## config.mk

```make
export PLATFORM = sky130hd
export DESIGN_NAME = board_status_ctrl
export DESIGN_NICKNAME = d
export VERILOG_FILES = /design/src/rtl/board_status_pkg.sv /design/src/rtl/board_status_ctrl_rst_stretch.sv /design/src/rtl/board_status_ctrl.sv
export SDC_FILE = /design/constraint.sdc
export NUM_CORES = 1
export LEC_CHECK = 0
export CORE_MARGIN = 2
export CORE_UTILIZATION = 25
export DETAILED_ROUTE_END_ITERATION = 16
export GPL_ROUTABILITY_DRIVEN = 0
export PLACE_DENSITY_LB_ADDON = 0.15
export SETUP_SLACK_MARGIN = 0.2
export SYNTH_ARGS = -nofsm -noshare
export SYNTH_HDL_FRONTEND = slang
export SYNTH_SLANG_ARGS = --single-unit
```

## constraint.sdc

```tcl
create_clock -name clk_i -period 5.05 [get_ports clk_i]
set_input_delay 1.2625 -clock clk_i [delete_from_list [all_inputs] [get_ports clk_i]]
set_output_delay 1.2625 -clock clk_i [all_outputs]
set_load 0.005 [all_outputs]
```

## src/rtl/board_status_pkg.sv

```systemverilog
// Shared types and helpers for the board status controller.
package board_status_pkg;

    typedef enum logic [1:0] {
        LED_OFF   = 2'b00,
        LED_ON    = 2'b01,
        LED_BLINK = 2'b10,
        LED_PULSE = 2'b11
    } led_mode_e;

    // Out-of-range blink selectors pin to the slowest prescaler bit.
    function automatic logic [31:0] clamp_sel(input logic [31:0] sel, input int unsigned width);
        return (sel >= width) ? 32'(width - 1) : sel;
    endfunction

endpackage

```

## src/rtl/board_status_ctrl_rst_stretch.sv

```systemverilog
// Reset conditioner: 2-flop release synchroniser followed by a hold counter
// that keeps the system in reset for HOLD_CYCLES extra edges.
module rst_stretch #(
    parameter int HOLD_CYCLES = 16
) (
    input  logic clk_i,
    input  logic rst_i,
    output logic rst_no
);

    localparam int CW = $clog2(HOLD_CYCLES + 1);

    logic [1:0]    sync_q, sync_d;
    logic [CW-1:0] hold_q, hold_d;
    logic          rst_n_q, rst_n_d;

    always_comb begin
        sync_d  = {sync_q[0], 1'b1};
        hold_d  = hold_q;
        rst_n_d = rst_n_q;
        if (sync_q[1]) begin
            if (hold_q != CW'(HOLD_CYCLES)) begin
                hold_d = hold_q + CW'(1);
            end else begin
                rst_n_d = 1'b1;
            end
        end
    end

    always_ff @(posedge clk_i or posedge rst_i) begin
        if (rst_i) begin
            sync_q  <= '0;
            hold_q  <= '0;
            rst_n_q <= 1'b0;
        end else begin
            sync_q  <= sync_d;
            hold_q  <= hold_d;
            rst_n_q <= rst_n_d;
        end
    end

    assign rst_no = rst_n_q;

endmodule

```

## src/rtl/board_status_ctrl.sv

```systemverilog
// Board status block: conditioned system reset, per-channel LED modes
// (off/on/blink/event-pulse) and a sticky program-exit display.
module board_status_ctrl
    import board_status_pkg::*;
#(
    parameter int NUM_LEDS        = 4,
    parameter int CNT_WIDTH       = 27,
    parameter int SEL_W           = 5,
    parameter int RST_HOLD_CYCLES = 16,
    parameter int PULSE_CYCLES    = 1000000,
    parameter int FAIL_BIT        = 22
) (
    input  logic                      clk_i,
    input  logic                      rst_i,
    output logic                      rst_no,
    input  logic [2*NUM_LEDS-1:0]     led_mode_i,
    input  logic [SEL_W*NUM_LEDS-1:0] blink_sel_i,
    input  logic [NUM_LEDS-1:0]       event_i,
    input  logic                      exit_valid_i,
    input  logic [31:0]               exit_value_i,
    output logic                      exit_latched_o,
    output logic [NUM_LEDS-1:0]       led_o
);

    localparam int PW    = $clog2(PULSE_CYCLES + 1);
    localparam int IDX_W = (CNT_WIDTH > 1) ? $clog2(CNT_WIDTH) : 1;

    logic run;

    rst_stretch #(
        .HOLD_CYCLES(RST_HOLD_CYCLES)
    ) u_rst_stretch (
        .clk_i (clk_i),
        .rst_i (rst_i),
        .rst_no(run)
    );

    assign rst_no = run;

    logic [CNT_WIDTH-1:0] presc_q, presc_d;
    logic [NUM_LEDS-1:0]  event_q, event_d;
    logic [NUM_LEDS-1:0]  chan_led;
    logic [NUM_LEDS-1:0]  led_q, led_d;
    logic                 exit_latched_q, exit_latched_d;
    logic                 exit_pass_q, exit_pass_d;

    assign presc_d = run ? presc_q + CNT_WIDTH'(1) : '0;
    assign event_d = run ? event_i : '0;

    for (genvar i = 0; i < NUM_LEDS; i++) begin : g_chan
        logic             rise;
        logic [PW-1:0]    cnt_q, cnt_d;
        logic [IDX_W-1:0] sel;
        led_mode_e        mode;
        logic             led_ch;

        assign rise = event_i[i] & ~event_q[i];
        assign sel  = IDX_W'(clamp_sel(32'(blink_sel_i[SEL_W*i +: SEL_W]), CNT_WIDTH));
        assign mode = led_mode_e'(led_mode_i[2*i +: 2]);

        // Counters run regardless of mode so a pulse in flight shows on a mode switch.
        always_comb begin
            cnt_d = cnt_q;
            if (!run) begin
                cnt_d = '0;
            end else if (rise) begin
                cnt_d = PW'(PULSE_CYCLES);
            end else if (cnt_q != '0) begin
                cnt_d = cnt_q - PW'(1);
            end
        end

        always_ff @(posedge clk_i or posedge rst_i) begin
            if (rst_i) begin
                cnt_q <= '0;
            end else begin
                cnt_q <= cnt_d;
            end
        end

        always_comb begin
            led_ch = 1'b0;
            case (mode)
                LED_OFF:   led_ch = 1'b0;
                LED_ON:    led_ch = 1'b1;
                LED_BLINK: led_ch = presc_q[sel];
                LED_PULSE: led_ch = (cnt_q != '0);
                default:   led_ch = 1'b0;
            endcase
        end

        assign chan_led[i] = led_ch;
    end

    always_comb begin
        exit_latched_d = exit_latched_q;
        exit_pass_d    = exit_pass_q;
        if (!run) begin
            exit_latched_d = 1'b0;
            exit_pass_d    = 1'b0;
        end else if (exit_valid_i && !exit_latched_q) begin
            exit_latched_d = 1'b1;
            exit_pass_d    = (exit_value_i == 32'd0);
        end
    end

    always_comb begin
        led_d = chan_led;
        if (!run) begin
            led_d = '0;
        end else if (exit_latched_q) begin
            led_d = exit_pass_q ? '1 : {NUM_LEDS{presc_q[FAIL_BIT]}};
        end
    end

    always_ff @(posedge clk_i or posedge rst_i) begin
        if (rst_i) begin
            presc_q        <= '0;
            event_q        <= '0;
            led_q          <= '0;
            exit_latched_q <= 1'b0;
            exit_pass_q    <= 1'b0;
        end else begin
            presc_q        <= presc_d;
            event_q        <= event_d;
            led_q          <= led_d;
            exit_latched_q <= exit_latched_d;
            exit_pass_q    <= exit_pass_d;
        end
    end

    assign led_o          = led_q;
    assign exit_latched_o = exit_latched_q;

endmodule

```

==> metrics <==
Final Hold Vio Count 0; root buffer cell clkbuf_16; clock-pin slew on the worst setup and hold paths 0.06 ns; Post-DP Area 8830 um2; Max Clock Freq 0.330 GHz; Slew Limit Fails 0; Hold WC Path Type flop to flop; status finished, final reports clean; initial antenna violation count 1; chip height 181 um; Peak VDD IR 262 uV; worst skew pair latency 0.43 ns; # diodes 0; DP HPWL 15,200 um; post-CTS setup buffers 0; most frequent cells in the layout dfrtp_1 (125), nor2_1 (88), clkdlybuf4s50_1 (72), a21oi_1 (56), nand2_1 (46); Gate power share 54.5%; post-synthesis sequential area ratio 40.1%; worst-margin pin slew 0.978 ns; TNS Setup 0 ns; first-pass GRT wire length 36,900 um; Crit. End Element flop; Syn. warnings 0; Rows 64; Cell variety after synth 78; Switch Pwr 2.84 mW; crit share post-route 60.0%; largest net degree at the start of global routing 99; Worst EP required 5.37 ns; Slowest Stage Delay on Critical Path 0.88 ns; static leakage 3.75 nW; xor/xnor share of the synthesized area 6.74%; # IOs 73; number of flops mapped to enable cells by yosys 0; Crit-path slowest cell clkdlybuf4s50_1; core area 30,700 um2; Seq cells post-synth 125; Synth Area in Compound Gates 18.0%; WP data arrival 3.35 ns; Starting DRT DRC Count 400; Starting Density 25.4%; Mapped Area 7790 um2; clock power share 18.8%; Finished Cell Area 9390 um2; vias in the first global route 6,692; mux cell area share after synthesis 6.02%; htree depth 4; CTS tree yes; sw frac 45.4%; CTS sink count 125; Synth Instances 856; Primary FF master, synth dfrtp_1; Synth Net Count 930; total track usage 14.2%; simple-gate share of the synthesized area 23.5%; unrepaired setup endpoints after global routing false; Crit Path Category primary input to flop; Post-CTS Hold Buffers 0; Post-DRT Antenna Nets 0; power density relative to cell area 667 nW/um2; Pint 3.42 mW; max_cap viols 0; Mean Syn Cell Area 9.10 um2; clock buffer count from CTS 17; Area growth syn-to-layout 20.5%; Congestion Overflow GR 0; port buffer count 72; main combinational cell family by area after synthesis simple AND/OR/NAND/NOR gates; final setup vio count 0; Tot Pwr 6.26 mW; Final #Nets 969; fraction of registers with async set/reset 100%; R2R Setup Slk 2.27 ns; worst-path cell chain clkdlybuf4s50_1 -> mux4_2 -> a211oi_1 -> a21oi_1 -> a32o_1; Flop pwr share 26.8%; DR pass1 iterations 4; vias per cell 5.13; startpoint types primary input; Crit Path Max Fanout 15; per-cell routed wire length 17.5 um; CTS Buffer Depth 2; DRC Markers 0; Setup Skew 0.0121 ns; Tmin final 3.03 ns; Post-Synth Adder-Cell Area 1.12%; post_cts resized 0; delay-heaviest family, CP buffers and inverters; Max-Slew Margin vs Limit 34.8%; die width 181 um; die area 32,600 um2; WP buf/inv 1; share of cells above drive strength 1 8.16%; commonest non-fill, non-tap cell in the layout dfrtp_1; routed vias 6,681; DRT Wirelength 22,800 um
layout make-up:
| class | count | area [um2] |
|---|---|---|
| clock inverter | 13 | 119 |
| fill | 3167 | 21300 |
| inverter | 31 | 121 |
| timing repair buffer | 76 | 763 |
| clock buffer | 18 | 439 |
| multi-input combinational | 644 | 4320 |
| tap | 396 | 495 |
| sequential | 125 | 3130 |
power by group through the flow:
stage / Sequential, mW / Combinational (mW) / Clock [mW]
finish: 1.68 / 3.41 / 1.17
global route: 1.73 / 3.88 / 1.25
CTS: 1.68 / 3.46 / 1.21
global placement: 1.69 / 3.42 / 0
floorplan: 1.58 / 2.76 / 0
detailed placement: 1.68 / 3.43 / 0
flip-flops by register name, summed over array words and instances, names as in the netlist:
| signal | cells |
|---|---|
| exit_latched_o | 1 |
| event_q | 4 |
| u_rst_stretch.rst_no | 1 |
| g_chan.cnt_q | 80 |
| exit_pass_q | 1 |
| presc_q | 27 |
| led_o | 4 |
| u_rst_stretch.hold_q | 5 |
| u_rst_stretch.sync_q | 2 |
through the flow:
| stage | util (%) | std cells | worst slack, ns | hold slack (ns) |
|---|---|---|---|---|
| after detailed placement | 28.8 | 1272 | 1.60 | 0.338 |
| after floorplan | - | 856 | 0.460 | 0.331 |
| after global routing | 30.6 | 1303 | 1.74 | 0.352 |
| after CTS | 30.6 | 1303 | 2.03 | 0.351 |
| final | 30.6 | 1303 | 2.02 | 0.349 |
| after global placement | 28.8 | 1272 | 1.60 | 0.331 |
kinds of logic (layout without fill, tap and decap cells):
kind of cell,Yosys count,count (layout)
simple gates,332,332
compound gates,209,209
flops,125,125
buf+inv,87,138
xor+xnor,60,60
mux,35,35
fa+ha+maj,7,7
other cells,1,1
synth_stat cells, types with 6 or more instances:
master / n / share of area (%)
dfrtp_1: 125 / 40
nor2_1: 88 / 4.2
a21oi_1: 56 / 3.6
nand2_1: 46 / 2.2
clkbuf_1: 40 / 1.9
xor2_1: 34 / 3.8
inv_1: 31 / 1.5
o21ai_0: 27 / 1.7
xnor2_1: 26 / 2.9
nor3_1: 24 / 1.5
or3_1: 22 / 1.8
mux2i_1: 21 / 2.7
o31ai_1: 20 / 1.9
or4_1: 20 / 1.9
nand4_1: 19 / 1.5
nor4_1: 19 / 1.5
nand3_1: 18 / 1.2
a31oi_1: 14 / 1.1
a211oi_1: 12 / 1.2
o211ai_1: 12 / 1.2
nand2b_1: 11 / 0.88
buf_1: 10 / 0.48
nor2b_1: 10 / 0.80
mux4_2: 9 / 2.6
ha_1: 7 / 1.1
nand3b_1: 7 / 0.67
a21boi_0: 6 / 0.58
and2_1: 6 / 0.48
and3_1: 6 / 0.48
nand4b_1: 6 / 0.67
worst register-to-register path, delay by kind of cell, from the launching register on:
kind	cells	cell delay, ns
flip-flops	1	0.40
adder cells (fa/ha/maj)	1	0.19
AO/OA/AOI/OAI	1	0.07
buffers and inverters	1	0.10
AND/OR/NAND/NOR	4	1.88
metal layers:
metal / routed length (um) / vias to the layer above / GRT usage [%] / share of wire, %
met5: 12 / - / 0 / 0.053
met4: 541 / 2 / 5.52 / 2.4
met3: 721 / 36 / 2.91 / 3.2
met2: 10300 / 118 / 22.5 / 45
met1: 11200 / 3251 / 19.1 / 49
li1: - / 3274 / - / -
path summary, 6_finish.rpt:
kind	cells past startpoint	endpoint	from
max in group asynchronous	3	presc_q[22]$_DFF_PP0_	rst_i
worst max-delay path	5	led_o[1]$_DFF_PP0_	blink_sel_i[5]
worst max register to register	7	g_chan[2].cnt_q[17]$_DFFE_PP0P_	g_chan[2].cnt_q[0]$_DFFE_PP0P_
min in group asynchronous	2	event_q[0]$_DFF_PP0_	rst_i
worst min-delay path	0	u_rst_stretch.sync_q[1]$_DFF_PP0_	u_rst_stretch.sync_q[0]$_DFF_PP0_
worst min register to register	0	u_rst_stretch.sync_q[1]$_DFF_PP0_	u_rst_stretch.sync_q[0]$_DFF_PP0_
Power figures use the tool's default switching activity.
